### config.mk
export PLATFORM = sky130hd
export DESIGN_NAME = mult_hilo_unit_flat
export DESIGN_NICKNAME = d
export VERILOG_FILES = /design/src/rtl/mult_hilo_unit_pkg.sv /design/src/rtl/mult_hilo_unit_if.sv /design/src/rtl/mult_hilo_unit_dp.sv /design/src/rtl/mult_hilo_unit.sv /design/src/flat_wrapper.sv
export SDC_FILE = /design/constraint.sdc
export NUM_CORES = 1
export LEC_CHECK = 0
export ABC_AREA = 1
export BUFFER_PORTS_ARGS = -buffer_cell sky130_fd_sc_hd__buf_2
export CORE_ASPECT_RATIO = 1.25
export CORE_MARGIN = 10
export CORE_UTILIZATION = 55
export DETAILED_ROUTE_END_ITERATION = 8
export PLACE_DENSITY_LB_ADDON = 0.12
export SLEW_MARGIN = 25
export SYNTH_ARGS = -nofsm -noshare
export SYNTH_HDL_FRONTEND = slang
export SYNTH_HIERARCHICAL = 1
export SYNTH_SLANG_ARGS = --single-unit
### constraint.sdc
create_clock -name clk -period 2.4 [get_ports clk]
set_input_delay 0.36 -clock clk [delete_from_list [all_inputs] [get_ports clk]]
set_output_delay 0.36 -clock clk [all_outputs]
set_load 0.01 [all_outputs]
### src/rtl/mult_hilo_unit_pkg.sv
// ---------------------------------------------------------------------------
// mult_pkg
// Shared definitions for the HI/LO multiply unit.
//   state_t  : control FSM states (IDLE, CALC, FIX)
//   MULT_W   : operand width
//   PROD_W   : product width (2 * MULT_W)
//   CNT_W    : width of the CALC cycle counter
// ---------------------------------------------------------------------------
package mult_pkg;

    localparam int MULT_W = 32;
    localparam int PROD_W = 64;
    localparam int CNT_W  = 6;

    typedef enum logic [1:0] {
        IDLE = 2'd0,
        CALC = 2'd1,
        FIX  = 2'd2
    } state_t;

endpackage

### src/rtl/mult_hilo_unit_if.sv
// ---------------------------------------------------------------------------
// mult_hilo_unit_if
// Request/response bundle between the execute-stage issuer and the
// multiply unit.
//   Issuer -> unit : start, is_signed, rs_val, rt_val, mthi, mtlo, wdata,
//                    rd_req
//   Unit -> issuer : hi, lo, busy, done, stall
// master = issuer side, slave = multiply unit side.
// ---------------------------------------------------------------------------
interface mult_hilo_unit_if #(
    parameter int WIDTH = 32
) ();

    logic             start;
    logic             is_signed;
    logic [WIDTH-1:0] rs_val;
    logic [WIDTH-1:0] rt_val;
    logic             mthi;
    logic             mtlo;
    logic [WIDTH-1:0] wdata;
    logic             rd_req;
    logic [WIDTH-1:0] hi;
    logic [WIDTH-1:0] lo;
    logic             busy;
    logic             done;
    logic             stall;

    modport master (
        output start, is_signed, rs_val, rt_val, mthi, mtlo, wdata, rd_req,
        input  hi, lo, busy, done, stall
    );

    modport slave (
        input  start, is_signed, rs_val, rt_val, mthi, mtlo, wdata, rd_req,
        output hi, lo, busy, done, stall
    );

endinterface

### src/rtl/mult_hilo_unit_dp.sv
// ---------------------------------------------------------------------------
// mult_shift_add_dp
// Shift-add datapath: holds the multiplicand and the 2W-bit product
// register, retires one multiplier bit per step and presents the
// sign-corrected product.
// Ports:
//   clk, reset  : clock, synchronous active-high reset
//   i_load      : capture i_mcand and load {0, i_mplier} into prod
//   i_step      : perform one shift-add iteration
//   i_neg       : negate the product on the result output
//   i_mcand     : multiplicand magnitude
//   i_mplier    : multiplier magnitude
//   o_result    : final product (two's-complement negated when i_neg)
// ---------------------------------------------------------------------------
module mult_shift_add_dp
    import mult_pkg::*;
#(
    parameter int WIDTH = MULT_W
) (
    input  logic               clk,
    input  logic               reset,
    input  logic               i_load,
    input  logic               i_step,
    input  logic               i_neg,
    input  logic [WIDTH-1:0]   i_mcand,
    input  logic [WIDTH-1:0]   i_mplier,
    output logic [2*WIDTH-1:0] o_result
);

    logic [2*WIDTH-1:0] r_prod;
    logic [WIDTH-1:0]   r_mcand;
    logic [WIDTH:0]     w_sum;

    // Carry out of the upper half is kept as bit W of the sum so the
    // right shift never loses it.
    assign w_sum = {1'b0, r_prod[2*WIDTH-1:WIDTH]}
                 + (r_prod[0] ? {1'b0, r_mcand} : {(WIDTH+1){1'b0}});

    always_ff @(posedge clk) begin
        if (reset) begin
            r_prod  <= '0;
            r_mcand <= '0;
        end else if (i_load) begin
            r_prod  <= {{WIDTH{1'b0}}, i_mplier};
            r_mcand <= i_mcand;
        end else if (i_step) begin
            r_prod  <= {w_sum, r_prod[WIDTH-1:1]};
        end
    end

    assign o_result = i_neg ? (~r_prod + 1'b1) : r_prod;

endmodule

### src/rtl/mult_hilo_unit.sv
// ---------------------------------------------------------------------------
// mult_hilo_unit
// Sequential MULT/MULTU unit with HI/LO architectural registers. Runs one
// multiplier bit per cycle, writes the product into HI/LO, services
// MTHI/MTLO writes while idle and stalls the pipeline while a product is
// pending.
// Ports:
//   clk   : clock, rising edge
//   reset : synchronous active-high reset
//   bus   : slave side of mult_hilo_unit_if (operands, MT writes, read
//           request in; hi, lo, busy, done, stall out)
// ---------------------------------------------------------------------------
module mult_hilo_unit
    import mult_pkg::*;
#(
    parameter int WIDTH = MULT_W
) (
    input  logic             clk,
    input  logic             reset,
    mult_hilo_unit_if.slave  bus
);

    state_t             r_state;
    logic [CNT_W-1:0]   r_cnt;
    logic               r_neg;
    logic [WIDTH-1:0]   r_hi;
    logic [WIDTH-1:0]   r_lo;
    logic               r_busy;
    logic               r_done;

    logic               w_accept;
    logic               w_step;
    logic [WIDTH-1:0]   w_mcand;
    logic [WIDTH-1:0]   w_mplier;
    logic [2*WIDTH-1:0] w_result;

    assign w_accept = (r_state == IDLE) && bus.start;
    assign w_step   = (r_state == CALC);

    // Magnitudes are unsigned, so 0x80000000 negates to itself and is
    // still the right magnitude.
    assign w_mcand  = (bus.is_signed && bus.rs_val[WIDTH-1]) ? (~bus.rs_val + 1'b1)
                                                             : bus.rs_val;
    assign w_mplier = (bus.is_signed && bus.rt_val[WIDTH-1]) ? (~bus.rt_val + 1'b1)
                                                             : bus.rt_val;

    mult_shift_add_dp #(
        .WIDTH    (WIDTH)
    ) u_dp (
        .clk      (clk),
        .reset    (reset),
        .i_load   (w_accept),
        .i_step   (w_step),
        .i_neg    (r_neg),
        .i_mcand  (w_mcand),
        .i_mplier (w_mplier),
        .o_result (w_result)
    );

    always_ff @(posedge clk) begin
        if (reset) begin
            r_state <= IDLE;
            r_cnt   <= '0;
            r_neg   <= 1'b0;
            r_hi    <= '0;
            r_lo    <= '0;
            r_busy  <= 1'b0;
            r_done  <= 1'b0;
        end else begin
            r_done <= 1'b0;
            case (r_state)
                IDLE: begin
                    if (bus.start) begin
                        // start wins over a simultaneous MT write
                        r_state <= CALC;
                        r_cnt   <= '0;
                        r_neg   <= bus.is_signed & (bus.rs_val[WIDTH-1] ^ bus.rt_val[WIDTH-1]);
                        r_busy  <= 1'b1;
                    end else begin
                        if (bus.mthi) r_hi <= bus.wdata;
                        if (bus.mtlo) r_lo <= bus.wdata;
                    end
                end
                CALC: begin
                    // Counter holds at WIDTH-1 on exit rather than wrapping.
                    if (r_cnt == CNT_W'(WIDTH - 1)) begin
                        r_state <= FIX;
                    end else begin
                        r_cnt <= r_cnt + 1'b1;
                    end
                end
                FIX: begin
                    r_hi    <= w_result[2*WIDTH-1:WIDTH];
                    r_lo    <= w_result[WIDTH-1:0];
                    r_state <= IDLE;
                    r_busy  <= 1'b0;
                    r_done  <= 1'b1;
                end
                default: begin
                    r_state <= IDLE;
                    r_busy  <= 1'b0;
                end
            endcase
        end
    end

    assign bus.hi    = r_hi;
    assign bus.lo    = r_lo;
    assign bus.busy  = r_busy;
    assign bus.done  = r_done;
    assign bus.stall = r_busy & (bus.rd_req | bus.mthi | bus.mtlo | bus.start);

endmodule

### src/flat_wrapper.sv
// flat-port wrapper written by rule: the top's interface ports become plain ports
module mult_hilo_unit_flat import mult_pkg::*;
#(
    parameter int WIDTH = MULT_W
)
  (clk, reset, bus_start, bus_is_signed, bus_rs_val, bus_rt_val, bus_mthi, bus_mtlo, bus_wdata, bus_rd_req, bus_hi, bus_lo, bus_busy, bus_done, bus_stall);
  mult_hilo_unit_if #(.WIDTH(WIDTH)) bus_i ();
  input  logic clk;
  input  logic reset;
  input wire logic [$bits(bus_i.start)-1:0] bus_start;
  input wire logic [$bits(bus_i.is_signed)-1:0] bus_is_signed;
  input wire logic [$bits(bus_i.rs_val)-1:0] bus_rs_val;
  input wire logic [$bits(bus_i.rt_val)-1:0] bus_rt_val;
  input wire logic [$bits(bus_i.mthi)-1:0] bus_mthi;
  input wire logic [$bits(bus_i.mtlo)-1:0] bus_mtlo;
  input wire logic [$bits(bus_i.wdata)-1:0] bus_wdata;
  input wire logic [$bits(bus_i.rd_req)-1:0] bus_rd_req;
  output wire logic [$bits(bus_i.hi)-1:0] bus_hi;
  output wire logic [$bits(bus_i.lo)-1:0] bus_lo;
  output wire logic [$bits(bus_i.busy)-1:0] bus_busy;
  output wire logic [$bits(bus_i.done)-1:0] bus_done;
  output wire logic [$bits(bus_i.stall)-1:0] bus_stall;
  assign bus_i.start = bus_start;
  assign bus_i.is_signed = bus_is_signed;
  assign bus_i.rs_val = bus_rs_val;
  assign bus_i.rt_val = bus_rt_val;
  assign bus_i.mthi = bus_mthi;
  assign bus_i.mtlo = bus_mtlo;
  assign bus_i.wdata = bus_wdata;
  assign bus_i.rd_req = bus_rd_req;
  assign bus_hi = bus_i.hi;
  assign bus_lo = bus_i.lo;
  assign bus_busy = bus_i.busy;
  assign bus_done = bus_i.done;
  assign bus_stall = bus_i.stall;
  mult_hilo_unit #(.WIDTH(WIDTH)) u_core (.clk(clk), .reset(reset), .bus(bus_i));
endmodule
Word level (Yosys, flattened, before mapping)
Cells that the tools add are included.
{ "totals": {"regBits": 171, "out_inout_bits": 67, "word_cells": 69, "inputBits": 103} }
{ "classes": {"reduce_logical": 14, "n_bitwise": 10, "n_eq_ne": 9, "n_addsub": 5, "muxes": 21} }
{ "ops": {"columns": ["cell", "count"], "rows": [
  ["32-bit two-way mux", 9],
  ["32-bit one-hot mux with 2 select lines", 2],
  ["32-bit by 1-bit adder with 32-bit output, second input constant", 2],
  ["64-bit by 1-bit adder with 64-bit output, second input constant", 1],
  ["64-bit two-way mux", 1],
  ["32-bit inverter", 2],
  ["64-bit inverter", 1],
  ["32-bit by 32-bit adder with 33-bit output", 1],
  ["6-bit two-way mux", 2],
  ["6-bit one-hot mux with 2 select lines", 1],
  ["2-bit != test, second input constant", 5],
  ["3-bit AND reduction", 3],
  ["6-bit by 1-bit adder with 6-bit output, second input constant", 1],
  ["6-bit by 5-bit equality test with 1-bit output, second input constant", 1],
  ["2-bit AND reduction", 3],
  ["2-bit nonzero test", 3],
  ["2-bit two-way mux", 2],
  ["2-bit one-hot mux with 2 select lines", 1],
  ["1-bit logical AND", 3],
  ["1-bit OR", 3],
  ["1-bit AND", 2],
  ["2-bit by 1-bit equality test with 1-bit output, second input constant", 1],
  ["2-bit equality test, second input constant", 1],
  ["2-bit zero test", 1],
  ["6 further kinds", 7]
]} }

Logic depth before layout (Yosys ltp)
{ "depth": {"depth_word": 4, "ltp_mapped": 19, "mapped_depth_nobuf": 17} }

Modules after synthesis
The synthesis kept the hierarchy.
{ "modules_own_cells": {"columns": ["mod", "area_per_inst_um2", "instances", "seq_area_each_um2", "cells_per_inst"], "rows": [
  ["mult_shift_add_dp", 8396.8, 1, 1921.8, 1453],
  ["mult_hilo_unit", 5407.7, 1, 1501.4, 947]
]} }

Least setup slack after synthesis
OpenSTA, ideal clock, no wires.
{ "synth_path": {"kind": "reg-to-reg", "startpoint": "register u_core.u_dp.r_prod[0]", "endpoint": "register u_core.u_dp.r_prod[47]", "setup_ps": 115, "stages_incl_launch_ff": 17, "path_buffers": 2, "synth_period_minus_slack_ps": 2176, "arrival_time_ps": 2060, "path_slack_ps": 224, "required_ps": 2285, "cell_sequence": "dfxtp_1 buf_6 clkbuf_1 nand2_1 inv_1 ha_1 fa_1 nand3_1 nand3_1 nand2_1 nand2_1 nand2_1 nand2_1 nand2_1 nand2_1 o21ai_0 inv_1"} }
{ "synth_between": {"elab_chain_cells": 2} }
{ "synth_rtl": {"columns": ["item", "line_no", "text"], "rows": [
  ["from (decl)", "mult_hilo_unit_dp.sv:30", "logic [2*WIDTH-1:0] r_prod;"],
  ["from (signal assigned)", "mult_hilo_unit_dp.sv:44", "r_prod <= {{WIDTH{1'b0}}, i_mplier};"],
  ["from (signal assigned)", "mult_hilo_unit_dp.sv:47", "r_prod <= {w_sum, r_prod[WIDTH-1:1]};"],
  ["32-bit two-way mux", "mult_hilo_unit_dp.sv:37", "+ (r_prod[0] ? {1'b0, r_mcand} : {(WIDTH+1){1'b0}});"],
  ["32-bit by 32-bit adder with 33-bit output", "mult_hilo_unit_dp.sv:37", null]
]} }
Every way passes these cells.
A chain may end at the register's enable or synchronous reset.

Worst setup path after layout
{ "layout_path": {"startpoint": "register u_core.u_dp.r_prod[8]", "endpoint": "register u_core.r_hi[17] (netlist: u_core/bus.hi[17])"} }
{ "layout_between": {"elab_chain_cells": 4} }
{ "layout_rtl": {"columns": ["item", "line_no", "text"], "rows": [
  ["64-bit inverter", "mult_hilo_unit_dp.sv:51", "assign o_result = i_neg ? (~r_prod + 1'b1) : r_prod;"],
  ["64-bit by 1-bit adder with 64-bit output", "mult_hilo_unit_dp.sv:51", null],
  ["64-bit two-way mux", "mult_hilo_unit_dp.sv:51", null],
  ["net u_core.w_result[49]", "mult_hilo_unit.sv:35", "logic [2*WIDTH-1:0] w_result;"],
  ["32-bit one-hot mux with 2 select lines", "mult_hilo_unit.sv:71", "case (r_state)"],
  ["to (signal assigned)", "mult_hilo_unit.sv:80", "if (bus.mthi) r_hi <= bus.wdata;"],
  ["to (signal assigned)", "mult_hilo_unit.sv:93", "r_hi <= w_result[2*WIDTH-1:WIDTH];"],
  ["to (decl)", "mult_hilo_unit.sv:26", "logic [WIDTH-1:0] r_hi;"]
]} }
The timed path passes the listed nets, and every way through them passes these cells.

==> impl_metrics.ini <==
[drt]
routed_wl_mm = 48.0
drtPass1Iterations = 6
drtAntennaViolNets = 0
drtIter0Drc = 1198
drc = 0
vias_per_cell = 5.40
num_vias = 15577
wl_per_cell_um = 16.6

[synth]
yosysSeqAreaShare = 0.248
synth_area_leaders = dfxtp_1, nand2_1, nor2_1
ys_types = 47
synth_area_um2 = 13800
syn_area_per_cell_um2 = 5.75
synthArstFlopShare = 0
ys.flop_type = dfxtp_1
ys_warn_count = 6
ys_ff_latch = 171
yosysTopAreaCellShare = 0.248
postSynthCellCount = 2400
yosys.area.top_type = dfxtp_1
syn_nets = 2540
synth-edff-count = 0

[cts]
htreeDepth = 4
clkTransAtPathRegs_ns = 0.07
clock-sinks = 171
clkLatencyLatePin_ns = 0.44
cts_root_buf = clkbuf_16
cts_tree = yes
ctsHoldBuffers = 0
cts_made_buffers = 17
cts.path.max_buffers = 2

[global_routing]
track_usage = 0.293
grt_pass1_wl_mm = 76.2
antenna_found_initial = 0
grt_start_max_net_pins = 71
grt_overflow_total = 0
grt_pass1_vias = 14994

[sta]
slew_headroom = 0.379
fmax_ghz = 0.437
slew_violations = 0
fin_crit_ns = 2.29
fin_crit_sh = 0.954
tns_ns = 0
setup_viol = 0
grt_setup_unrepaired = no
tightest_slew_ns = 0.931
finalClockSkew_ns = 0.0101
hold_viol = 0

[critical_path]
cp_cell_sequence = nor2_2, nand2_1, nor2_2, nand2_2, nor2_2, nand2_2, nand2_2, o21ai_1, xor2_1, nand2_1, nand2_1, o21ai_0, nor2_1
critPathSlowestCell = dfxtp_1
critPathMaxFanout = 5
crit_required_ns = 2.78
start_kind = flop
reg2reg_slack_ns = 0.11
critPathCaptureType = flop
cp.arrival_ns = 2.67
crit_path_max_incr_delay_ns = 0.42
path_class = reg -> reg

[floorplanning]
design.core.area_um2 = 24600
ios = 170
num_rows = 64
die_area_um2 = 31900
initial_core_util = 0.562
die_width_um = 162
fp.dieH_um = 197

[cells_and_area]
instances_no_fill = 2886
area_growth_pct = 13.3
nNetsFinal = 2683
n_antenna_cell = 0
drive_gt1_frac = 0.121

[pwr]
powerDensity_nw_per_um2 = 609
peakVddDrop_mv = 0.490
power_leakage_nw = 8.47

[place]
gp_congestion = 1.01
dp_cells = 2851
io_buffers = 169
hpwl_mm = 38.2

[flow_run]
cap_violations = 0

[outcome]
status = finished, final reports clean

[worst_hold_path]
hold_class = in -> reg
==> registers in the layout, indices dropped and copies added (netlist names) <==
signal / flops
u_core/u_dp/r_mcand: 32
u_core/r_neg: 1
u_core/bus.busy: 1
u_core/r_cnt: 6
u_core/bus.hi: 32
u_core/bus.done: 1
u_core/bus.lo: 32
u_core/u_dp/r_prod: 64
u_core/r_state: 2
==> worst paths after layout <==
path | startpoint | end | cells past startpoint
worst max-delay path | u_core/u_dp/r_prod[8] | u_core/bus.hi[17] | 13
worst min-delay path | bus_rs_val[0] | u_core/u_dp/r_mcand[0] | 3
worst max register to register | u_core/u_dp/r_prod[8] | u_core/bus.hi[17] | 13
worst min register to register | u_core/bus.lo[19] | u_core/bus.lo[19] | 2
==> metal layers <==
metal / part of all wire / vias up / routed length (um) / global-route usage
met5: 0 / - / 0 / 0
met4: 0.049 / 0 / 2350 / 0.144
met3: 0.056 / 124 / 2700 / 0.0452
met2: 0.50 / 553 / 23900 / 0.534
met1: 0.40 / 7091 / 19000 / 0.325
li1: - / 7809 / - / -
==> what timing repair did <==
item,4_1_cts,5_1_grt
resized for setup,0,14
setup endpoints to repair,0,35
buffers inserted,0,2
==> metrics by stage <==
step	utilization	total power [mW]	setup slack [ns]	area, um^2	hold WS (ns)
floorplan	-	5.44	0.224	13800	0.429
global placement	0.608	6.42	0.124	14900	0.456
detailed placement	0.608	6.45	0.0840	14900	0.466
CTS	0.633	9.49	0.0302	15600	0.182
global route	0.636	10.0	0.00207	15600	0.214
finish	0.636	9.53	0.111	15600	0.195
==> power by group <==
group | switching [mW] | total [mW] | internal (mW)
registers | 0.279 | 3.42 | 3.14
logic | 2.06 | 3.06 | 1.00
clock network | 1.28 | 3.05 | 1.77
total | 3.62 | 9.53 | 5.91
==> placed cells by master (no fill, tap or decap), types with 6 or more instances in the layout <==
cell type	synthesis	layout
dfxtp_1	171	170
xnor2_1	8	8
nor2_2	10	16
inv_1	312	311
buf_4	8	30
o221ai_1	32	32
nor3_2	6	6
nand3_1	129	126
buf_2	20	169
xor2_1	96	94
a21oi_1	85	85
clkbuf_16	0	17
inv_6	0	6
inv_2	12	13
nor2_1	432	426
o21ai_0	100	99
nand2_1	732	731
nor3_1	27	27
ha_1	36	36
o21ai_1	50	51
o21ai_2	7	7
nand4_1	30	30
nand2_2	6	7
==> layout make-up <==
cell class              count  area [um^2]
flip-flops and latches    171         3420
clock buffers              18          429
multi-input cells        1824         8790
inverters                 326         1230
well taps                 330          413
clock inverters            14          206
fillers                  2554         8940
repair buffers            203         1150
==> worst max-delay path, delay by kind of cell (launching register included) <==
family,cells,cell delay [ns]
compound gates,2,0.18
flops,1,0.42
simple gates,10,1.33
xor+xnor,1,0.31
==> cell families after synthesis <==
logic type	Yosys count	synth area share
fa+ha+maj	37	0.0341
simple gates	1397	0.415
compound gates	285	0.118
flops	171	0.248
buf+inv	406	0.119
xor+xnor	104	0.0660
==> cells in the mapped netlist (10+ instances only) <==
library cell / number
nand2_1: 732
nor2_1: 432
inv_1: 312
dfxtp_1: 171
nand3_1: 129
o21ai_0: 100
xor2_1: 96
a21oi_1: 85
o21ai_1: 50
ha_1: 36
clkbuf_1: 35
o221ai_1: 32
nand4_1: 30
nor3_1: 27
buf_2: 20
inv_2: 12
nor2_2: 10
(Power assumes the default switching activity.)
